==> src/rtl/prg_ram_writer.sv <==
// rtl/prg_ram_writer.sv - PRG image loader that writes payload bytes into C64 RAM
//
// Consumes the SD-card loader ioctl byte stream while load_prg is high. The
// first two bytes form the little-endian load address; every further byte is
// written to RAM at start+N through a ram_we/ram_ack handshake. ioctl_wait
// holds the loader off while a write is outstanding.
//
// Optional feature macro: PRG_PTR_UPDATE_EN
//   defined   : after the download ends, the end address is written to
//               $2D-$32 (only when start == BASIC_START) and to $AE/$AF
//   undefined : no pointer writes; the end of the download goes straight to DONE
//
// Ports
//   clk, reset         system clock, synchronous active-high reset
//   ioctl_download     high for the whole transfer
//   load_prg           high when the transfer is a PRG image
//   ioctl_addr         byte index within the file (not needed, bytes arrive in order)
//   ioctl_data/wr      byte and its one-cycle strobe
//   ioctl_wait         loader must hold off the next strobe
//   ram_addr/dout/we   RAM write request, held until ram_ack
//   ram_ack            one-cycle write-complete pulse
//   prg_busy           high from the start of a load until DONE
//   prg_done           one-cycle pulse at the end of every load
//   prg_err            sticky error flag, cleared when the next load starts
//   prg_start_addr     load address from the header
//   prg_end_addr       one past the last byte written
module prg_ram_writer #(
   parameter logic [15:0] BASIC_START = 16'h0801,
   parameter logic [7:0]  ACK_TIMEOUT = 8'd255
) (
   input  logic        clk,
   input  logic        reset,
   input  logic        ioctl_download,
   input  logic        load_prg,
   input  logic [22:0] ioctl_addr,
   input  logic [7:0]  ioctl_data,
   input  logic        ioctl_wr,
   output logic        ioctl_wait,
   output logic [15:0] ram_addr,
   output logic [7:0]  ram_dout,
   output logic        ram_we,
   input  logic        ram_ack,
   output logic        prg_busy,
   output logic        prg_done,
   output logic        prg_err,
   output logic [15:0] prg_start_addr,
   output logic [15:0] prg_end_addr
);

   typedef enum logic [2:0] {
      S_IDLE    = 3'd0,
      S_HDR_LO  = 3'd1,
      S_HDR_HI  = 3'd2,
      S_DATA    = 3'd3,
      S_WR_WAIT = 3'd4,
`ifdef PRG_PTR_UPDATE_EN
      S_PTR     = 3'd5,
`endif
      S_DONE    = 3'd6
   } state_t;

`ifdef PRG_PTR_UPDATE_EN
   localparam state_t S_END = S_PTR;
`else
   localparam state_t S_END = S_DONE;
`endif

   state_t      state_q, state_d;
   logic        dl_q, dl_d;
   logic [15:0] start_q, start_d;
   logic [15:0] end_q, end_d;
   logic [16:0] n_q, n_d;
   logic [15:0] addr_q, addr_d;
   logic [7:0]  dout_q, dout_d;
   logic        we_q, we_d;
   logic        wait_q, wait_d;
   logic        busy_q, busy_d;
   logic        err_q, err_d;
   logic [7:0]  to_cnt_q, to_cnt_d;
`ifdef PRG_PTR_UPDATE_EN
   logic [2:0]  idx_q, idx_d;
   logic [7:0]  ptr_lo;
`endif

   logic        wr_ok;
   logic        dl_rise;
   logic [16:0] sum;
   logic        overflow;
   logic        ack_expired;
   logic        unused_addr;

   assign wr_ok       = ioctl_wr & load_prg;
   assign dl_rise     = ioctl_download & ~dl_q;
   // 17-bit sum: bit 16 set means the next byte would land beyond $FFFF.
   // N stops counting once that happens, so the condition stays set and all
   // later bytes are discarded too.
   assign sum         = {1'b0, start_q} + n_q;
   assign overflow    = sum[16];
   assign ack_expired = (to_cnt_q == ACK_TIMEOUT - 8'd1);
   assign unused_addr = ^ioctl_addr;

`ifdef PRG_PTR_UPDATE_EN
   // idx 0..5 -> $2D..$32, idx 6..7 -> $AE/$AF; even idx carries the low byte
   assign ptr_lo = (idx_q < 3'd6) ? (8'h2D + {5'd0, idx_q}) : (8'hA8 + {5'd0, idx_q});
`endif

   always_ff @(posedge clk) begin
      if (reset) begin
         state_q  <= S_IDLE;
         dl_q     <= 1'b0;
         start_q  <= 16'h0000;
         end_q    <= 16'h0000;
         n_q      <= 17'd0;
         addr_q   <= 16'h0000;
         dout_q   <= 8'h00;
         we_q     <= 1'b0;
         wait_q   <= 1'b0;
         busy_q   <= 1'b0;
         err_q    <= 1'b0;
         to_cnt_q <= 8'd0;
`ifdef PRG_PTR_UPDATE_EN
         idx_q    <= 3'd0;
`endif
      end else begin
         state_q  <= state_d;
         dl_q     <= dl_d;
         start_q  <= start_d;
         end_q    <= end_d;
         n_q      <= n_d;
         addr_q   <= addr_d;
         dout_q   <= dout_d;
         we_q     <= we_d;
         wait_q   <= wait_d;
         busy_q   <= busy_d;
         err_q    <= err_d;
         to_cnt_q <= to_cnt_d;
`ifdef PRG_PTR_UPDATE_EN
         idx_q    <= idx_d;
`endif
      end
   end

   always_comb begin
      state_d = state_q;
      case (state_q)
         S_IDLE:    if (dl_rise && load_prg) state_d = S_HDR_LO;
         S_HDR_LO:  if (!ioctl_download) state_d = S_DONE;
                    else if (wr_ok) state_d = S_HDR_HI;
         S_HDR_HI:  if (!ioctl_download) state_d = S_DONE;
                    else if (wr_ok) state_d = S_DATA;
         // A strobe coinciding with the end of download is taken first; the
         // end is then seen on the return from WR_WAIT.
         S_DATA:    if (wr_ok && !overflow) state_d = S_WR_WAIT;
                    else if (!ioctl_download) state_d = S_END;
         S_WR_WAIT: if (ram_ack) state_d = S_DATA;
                    else if (ack_expired) state_d = S_DONE;
`ifdef PRG_PTR_UPDATE_EN
         S_PTR:     if (we_q) begin
                       if (ram_ack) begin
                          if (idx_q == 3'd7) state_d = S_DONE;
                       end else if (ack_expired) begin
                          state_d = S_DONE;
                       end
                    end
`endif
         S_DONE:    state_d = S_IDLE;
         default:   state_d = S_IDLE;
      endcase
   end

   always_comb begin
      dl_d     = ioctl_download;
      start_d  = start_q;
      end_d    = end_q;
      n_d      = n_q;
      addr_d   = addr_q;
      dout_d   = dout_q;
      we_d     = we_q;
      wait_d   = wait_q;
      busy_d   = busy_q;
      err_d    = err_q;
      to_cnt_d = to_cnt_q;
`ifdef PRG_PTR_UPDATE_EN
      idx_d    = idx_q;
`endif
      case (state_q)
         S_IDLE: begin
            if (dl_rise && load_prg) begin
               err_d  = 1'b0;
               busy_d = 1'b1;
            end
         end
         S_HDR_LO: begin
            if (!ioctl_download) err_d = 1'b1;
            else if (wr_ok) start_d[7:0] = ioctl_data;
         end
         S_HDR_HI: begin
            if (!ioctl_download) begin
               err_d = 1'b1;
            end else if (wr_ok) begin
               start_d[15:8] = ioctl_data;
               n_d           = 17'd0;
            end
         end
         S_DATA: begin
            if (wr_ok && !overflow) begin
               addr_d   = sum[15:0];
               dout_d   = ioctl_data;
               we_d     = 1'b1;
               wait_d   = 1'b1;
               to_cnt_d = 8'd0;
            end else begin
               if (wr_ok) err_d = 1'b1;
               if (!ioctl_download) begin
                  end_d = sum[15:0];
`ifdef PRG_PTR_UPDATE_EN
                  idx_d = (start_q == BASIC_START) ? 3'd0 : 3'd6;
`endif
               end
            end
         end
         S_WR_WAIT: begin
            if (wr_ok) err_d = 1'b1;
            if (ram_ack) begin
               we_d   = 1'b0;
               wait_d = 1'b0;
               n_d    = n_q + 17'd1;
            end else if (ack_expired) begin
               we_d   = 1'b0;
               wait_d = 1'b0;
               err_d  = 1'b1;
               end_d  = sum[15:0];
            end else begin
               to_cnt_d = to_cnt_q + 8'd1;
            end
         end
`ifdef PRG_PTR_UPDATE_EN
         // ram_we is dropped for one cycle between pointer writes so every
         // request is a distinct rising edge for the RAM arbiter.
         S_PTR: begin
            if (!we_q) begin
               addr_d   = {8'h00, ptr_lo};
               dout_d   = idx_q[0] ? end_q[15:8] : end_q[7:0];
               we_d     = 1'b1;
               to_cnt_d = 8'd0;
            end else if (ram_ack) begin
               we_d = 1'b0;
               if (idx_q != 3'd7) idx_d = idx_q + 3'd1;
            end else if (ack_expired) begin
               we_d  = 1'b0;
               err_d = 1'b1;
            end else begin
               to_cnt_d = to_cnt_q + 8'd1;
            end
         end
`endif
         S_DONE: busy_d = 1'b0;
         default: ;
      endcase
   end

   assign ioctl_wait     = wait_q;
   assign ram_addr       = addr_q;
   assign ram_dout       = dout_q;
   assign ram_we         = we_q;
   assign prg_busy       = busy_q;
   assign prg_done       = (state_q == S_DONE);
   assign prg_err        = err_q;
   assign prg_start_addr = start_q;
   assign prg_end_addr   = end_q;

endmodule

==> config.mk <==
export PLATFORM = sky130hd
export DESIGN_NAME = prg_ram_writer
export DESIGN_NICKNAME = d
export VERILOG_FILES = /design/src/rtl/prg_ram_writer.sv
export SDC_FILE = /design/constraint.sdc
export NUM_CORES = 1
export LEC_CHECK = 0
export ABC_AREA = 1
export CAP_MARGIN = 40
export CELL_PAD_IN_SITES_DETAIL_PLACEMENT = 1
export CELL_PAD_IN_SITES_GLOBAL_PLACEMENT = 1
export CORE_MARGIN = 4
export CORE_UTILIZATION = 33
export CTS_CLUSTER_SIZE = 10
export DETAILED_ROUTE_END_ITERATION = 7
export PLACE_DENSITY_LB_ADDON = 0.1
export SLEW_MARGIN = 20
export SYNTH_ARGS = -nofsm -noshare
export SYNTH_HDL_FRONTEND = slang
export SYNTH_SLANG_ARGS = --single-unit
==> constraint.sdc <==
create_clock -name clk -period 2.2 [get_ports clk]
set_clock_uncertainty 0.15 [all_clocks]
set_input_delay 0.66 -clock clk [delete_from_list [all_inputs] [get_ports clk]]
set_output_delay 0.66 -clock clk [all_outputs]
set_load 0.02 [all_outputs]
* Yosys cells after proc, flatten, opt, wreduce, memory -nomap -nowiden *
Cells that the tools add are included.

word-level totals
  flip-flop bits (word level) = 88
  input port bits = 37
  output and inout bits = 61
  logic and storage cells = 94

operators by class
  add/subtract/negate cells = 3
  eq/ne operators = 21
  multiplexer cells = 36
  bitwise gates (word level) = 3
  reduce and logical (&&, ||, !) cells = 19

operators with widths
  cell                                                                   count
  16-bit 2-to-1 mux                                                      4
  17-bit 2-to-1 mux                                                      3
  17-bit case mux with 2 select lines                                    1
  16-bit case mux with 2 select lines                                    1
  3-bit 2-to-1 mux                                                       9
  8-bit 2-to-1 mux                                                       3
  2-bit inequality test, second input constant                           11
  16-bit by 17-bit adder with 17-bit output                              1
  17-bit by 1-bit adder with 17-bit output, second input constant        1
  8-bit case mux with 2 select lines                                     1
  3-bit case mux with 5 select lines                                     1
  3-bit inequality test, second input constant                           4
  4-bit AND reduction                                                    3
  1-bit 2-to-1 mux                                                       10
  5-bit AND reduction                                                    2
  3-bit AND reduction                                                    3
  8-bit by 1-bit adder with 8-bit output, second input constant          1
  8-bit equality test, second input constant                             1
  3-bit by 2-bit equality test with 1-bit output, second input constant  2
  3-bit equality test, second input constant                             2
  2-bit nonzero test                                                     3
  1-bit case mux with 2 select lines                                     2
  1-bit case mux with 4 select lines                                     1
  2-bit AND reduction                                                    2
  8 further kinds                                                        10

* Longest topological paths before layout *
Gate-level depths: netlist of run 1.

  depth after elaboration = 5
  gate-level depth with buffers = 16

* Worst setup path before layout of run 1 *
No wires, ideal clock.

  path type = flip-flop to flip-flop
  start point = reg start_q[0] (netlist: prg_start_addr[0])
  end point = reg addr_q[3] (netlist: ram_addr[3])
  library setup time = 0.116 ns
  data arrival time = 2.116 ns
  setup slack = -0.182 ns
  stages on the path, launching flop included = 15
  buffers on the path = 2
  period minus slack after synthesis = 2.382 ns
  cell sequence = dfxtp_1 > ha_1 > fa_1 > nand2_1 > nand2_1 > nand3_1 > nand2_1 > nand2_1 > nand2_1 > nand2_1 > nand4_1 > buf_4 > buf_2 > o21ai_0 > nor2_1

between the ends
  word-level cells in the longest chain between the ends = 4

ends and longest elaborated chain
  what                                           RTL line  RTL
  start, declared                                70        logic [15:0] start_q, start_d;
  start signal, assigned                         127       start_q <= start_d;
  16-bit by 17-bit adder with 17-bit output (*)  97        assign sum = {1'b0, start_q} + n_q;
  1-bit zero test                                206       if (wr_ok && !overflow) begin
  1-bit logical AND                              206
  2-bit AND reduction (no source line)           -
  end signal, assigned                           130       addr_q <= addr_d;
  end, declared                                  73        logic [15:0] addr_q, addr_d;

Every way passes the cells marked *; elsewhere a longest branch is shown, timed or not.
A chain may end at the register's enable or synchronous reset.

* Worst setup path after layout of run 1 *
  start point = reg n_q[0]
  end point = reg addr_q[1] (netlist: ram_addr[1])

between the ends
  word-level cells in the longest chain between the ends = 4

ends and longest elaborated chain
  what                                           RTL line  RTL
  start, declared                                72        logic [16:0] n_q, n_d;
  start signal, assigned                         129       n_q <= n_d;
  16-bit by 17-bit adder with 17-bit output (*)  97
  1-bit zero test                                206
  1-bit logical AND                              206
  2-bit AND reduction (no source line)           -

Marked as above.

==> metrics.md, run 1 <==
| Metric | Value |
|---|---|
| Status | complete, but fails checks |
| Violations in the final reports | negative setup slack |
| Highest Clock Rate | 422 MHz |
| First DRT Iteration DRCs | 194 |
| Core Area | 13300 um^2 |
| Routed wirelength normalized by instance count | 16.5 um |
| Unrepaired setup endpoints after global routing | true |
| Final core occ | 0.530 |
| Fillers | 1622 |
| Post-detail-place hpwl | 12.0 mm |
| Pin count of the biggest net entering global routing | 31 |
| Avg Cell Area, Syn | 7.21 um^2 |
| Remaining Overflow, GRT | 0 |
| Cell row count | 42 |
| Post-synth EDFFs | 0 |
| Fraction of the yosys area taken by sequential cells | 0.392 |
| Die outline area | 15500 um^2 |
| Sw power | 1.57 mW |
| Register clock-pin slew on the reported worst setup and hold paths | 0.06 ns |
| Number of levels the H-tree was split into | 3 |
| Clock share of power | 0.312 |
| Period Utilization, post-route | 1.08 |
| Prevailing post-synth register cell | sky130_fd_sc_hd__dfxtp_1 |
| IO buf count | 74 |
| Smallest setup slack after layout | -0.167 ns |
| ANT cells | 0 |
| Critical Path End Type | flip-flop |
| Post-Route WL | 16.5 mm |
| Share of total power consumed by net switching | 0.329 |
| Number of placed I/O pins | 98 |
| All-layer global routing usage | 0.203 |
| Slew at the pin closest to its max-slew limit | 0.381 ns |
| Initial standard-cell utilization of the core | 0.338 |
| Leakage component of the power | 3.23 nW |
| Portion of synthesized cell area occupied by the leading cell type | 0.392 |
| Tmin final | 2.37 ns |
| Syn. warnings | 0 |
| 1st-pass router iterations | 4 |
| Horizontal extent of the die | 125 um |
| Vias/cell | 4.92 |
| Clk root buf | sky130_fd_sc_hd__clkbuf_16 |
| Worst hold path class | reg -> reg |
| Final nets | 879 |
| Distinct cell type count after synthesis | 35 |
| CP startpoint kind | flip-flop |
| Data required, critical path | 2.29 ns |
| Final number of max-transition violations | 0 |
| Total chip power | 4.79 mW |
| DRC Markers | 0 |
| Worst supply voltage drop on vdd | 0.371 mV |
| Most common cell in the synthesized netlist | sky130_fd_sc_hd__nand2_1 |
| Max_cap viols | 0 |
| Layout overhead on the synthesized area | 56.7% |
| Cell-internal power | 3.22 mW |
| Worst max-slew margin expressed relative to the limit | 0.744 |
| Number of nets with antenna violations after routing | 0 |
| Maximum count of clock buffers along a single path | 2 |
| Number of antenna violations at the first check in global routing | 0 |
| TritonCTS clock tree | yes |
| Post-Synthesis Net Count | 680 |
| Asr flop ratio synth | 0 |
| Synth top area cells | sky130_fd_sc_hd__dfxtp_1 (39%), sky130_fd_sc_hd__a21oi_1 (10%), sky130_fd_sc_hd__nand2_1 (9.6%), sky130_fd_sc_hd__o21ai_0 (5.8%), sky130_fd_sc_hd__nor2_1 (5.4%) |
| Critical path data arrival time | 2.46 ns |
| Setup tns final | -5.36 ns |
| Share of cells above drive strength 1 | 0.276 |
| Vertical die dimension | 125 um |
| Critical path start-end classification | reg -> reg |
| Critical-path maximum fanout | 8 |
| Proportion of power drawn by flip-flops and latches | 0.378 |
| Number of clock sinks seen by CTS | 88 |
| Final setup vio count | 51 |
| Final Wtd Congestion | 0.829 |
| Final Hold Slack | 0.326 ns |
| Combinational cell fraction of total power | 0.310 |
| Power density over the cells | 680 nW/um^2 |
| Clock insertion delay at the later pin of the skew report | 0.35 ns |
| Final number of hold-violating endpoints | 0 |
| Cells after synthesis | 623 |
| Global-route wire length before repair | 25.9 mm |
| Area leader, netlist | sky130_fd_sc_hd__dfxtp_1 |
| Combined area of all synthesized cells | 4490 um^2 |
| Number of global-route vias before repair | 5153 |
| Flops & latches, synth | 88 |
| Most frequent cells after synthesis | sky130_fd_sc_hd__nand2_1 (115), sky130_fd_sc_hd__a21oi_1 (91), sky130_fd_sc_hd__dfxtp_1 (88) |
| Number of buffers inserted during clock tree synthesis | 9 |
| Via count | 4928 |
## cells by family after synthesis
group                    count (synthesis)  synth area share
adder cells (fa/ha/maj)                 20            0.0574
flip-flops                              88             0.392
XOR/XNOR                                23            0.0448
buffers and inverters                   75            0.0685
AO/OA/AOI/OAI                          152             0.174
AND/OR/NAND/NOR                        265             0.263
## power by group through the flow
| stage | logic [mW] | clock network [mW] | registers (mW) |
|---|---|---|---|
| 2_1_floorplan | 0.646 | 0 | 1.95 |
| 3_3_place_gp | 1.28 | 0 | 1.83 |
| 3_5_place_dp | 1.32 | 0 | 1.84 |
| 4_1_cts | 1.40 | 1.54 | 1.81 |
| 5_1_grt | 1.63 | 1.60 | 1.83 |
| 6_report | 1.48 | 1.49 | 1.81 |
## critical path: stages (launching register included)
cell,delay [ns]
sky130_fd_sc_hd__dfxtp_2,0.35
sky130_fd_sc_hd__ha_4,0.17
sky130_fd_sc_hd__fa_2,0.35
sky130_fd_sc_hd__nand2_2,0.07
sky130_fd_sc_hd__nand2_2,0.07
sky130_fd_sc_hd__nand3_2,0.07
sky130_fd_sc_hd__nand2_2,0.08
sky130_fd_sc_hd__nand2_2,0.10
sky130_fd_sc_hd__nand2_2,0.06
sky130_fd_sc_hd__nand2_2,0.07
sky130_fd_sc_hd__nand4_1,0.10
sky130_fd_sc_hd__buf_6,0.16
sky130_fd_sc_hd__buf_12,0.14
sky130_fd_sc_hd__buf_6,0.13
sky130_fd_sc_hd__o21ai_1,0.12
sky130_fd_sc_hd__nor2_1,0.06
## sequential cells by signal, indices dropped and copies added (netlist names)
| register | count |
|---|---|
| dl_q | 1 |
| prg_end_addr | 16 |
| ram_dout | 8 |
| prg_start_addr | 16 |
| prg_err | 1 |
| prg_busy | 1 |
| to_cnt_q | 8 |
| ioctl_wait | 1 |
| ram_addr | 16 |
| n_q | 17 |
| state_q | 3 |
## layout make-up
type | count | area [um^2] | share of cell area
well taps | 176 | 220 | 0.0313
flip-flops and latches | 88 | 1770 | 0.251
repair buffers | 209 | 1850 | 0.262
clock inverters | 4 | 48.8 | 0.00693
clock buffers | 10 | 229 | 0.0325
multi-input cells | 460 | 2720 | 0.386
inverters | 54 | 208 | 0.0295
## metal layers
layer	up-vias	routed length, um	global-route usage
met4	0	196	0.0567
met5	-	0	0
met1	2372	7290	0.250
li1	2468	-	-
met3	13	417	0.0317
met2	75	8600	0.365
## per-stage QoR
step	worst slack [ns]	instances	instance area, um^2
after floorplan	0.00174	623	4520
after global placement	-0.410	968	6280
after detailed placement	-0.440	968	6280
after CTS	-0.121	994	6820
after global routing	-0.299	1001	7040
final	-0.167	1001	7040
## layout by cell type, fill, tap and decap left out, drive strengths merged, types with 2 or more instances in the layout
cell / Yosys / layout
a21o: 2 / 2
a21oi: 91 / 91
a31oi: 2 / 2
buf: 13 / 134
clkbuf: 8 / 11
clkdlybuf4s50: 0 / 52
clkinv: 0 / 3
dfxtp: 88 / 88
dlygate4sd2: 0 / 17
dlymetal6s2s: 0 / 4
ha: 19 / 19
inv: 54 / 54
nand2: 123 / 123
nand3: 44 / 44
nand4: 6 / 6
nor2: 70 / 70
nor3: 15 / 15
nor4: 2 / 2
o211ai: 2 / 2
o21ai: 52 / 52
o21bai: 2 / 2
or2: 2 / 2
xnor2: 7 / 7
xor2: 16 / 16
## what timing repair did
action | 4_1_cts | 5_1_grt
hold buffers | 0 | 0
hold endpoints to repair | 0 | 0
setup endpoints to repair | 74 | 61
cloned | 1 | 2
pin swaps | 13 | 16
buffers inserted | 11 | 5
gates resized for setup | 77 | 37
## path summary, 6_finish.rpt
kind / start / endpoint / slack [ns] / cells after the start
min reg2reg: prg_end_addr[1] / prg_end_addr[1] / 0.33 / 2
min: prg_end_addr[1] / prg_end_addr[1] / 0.33 / 2
max: n_q[0] / ram_addr[1] / -0.17 / 15
max reg2reg: n_q[0] / ram_addr[1] / -0.17 / 15
Note: power is estimated with default switching activity, not from simulation.
==> run 2, diff against run 1 <==
--- a/config.mk
+++ b/config.mk
@@ -14,7 +14,7 @@
 export CTS_CLUSTER_SIZE = 10
 export DETAILED_ROUTE_END_ITERATION = 7
 export PLACE_DENSITY_LB_ADDON = 0.1
-export SLEW_MARGIN = 20
+export SLEW_MARGIN = 0
 export SYNTH_ARGS = -nofsm -noshare
 export SYNTH_HDL_FRONTEND = slang
 export SYNTH_SLANG_ARGS = --single-unit
==> results of run 2 <==
The final DEF is identical to that of run 1; final timing and power are the same.
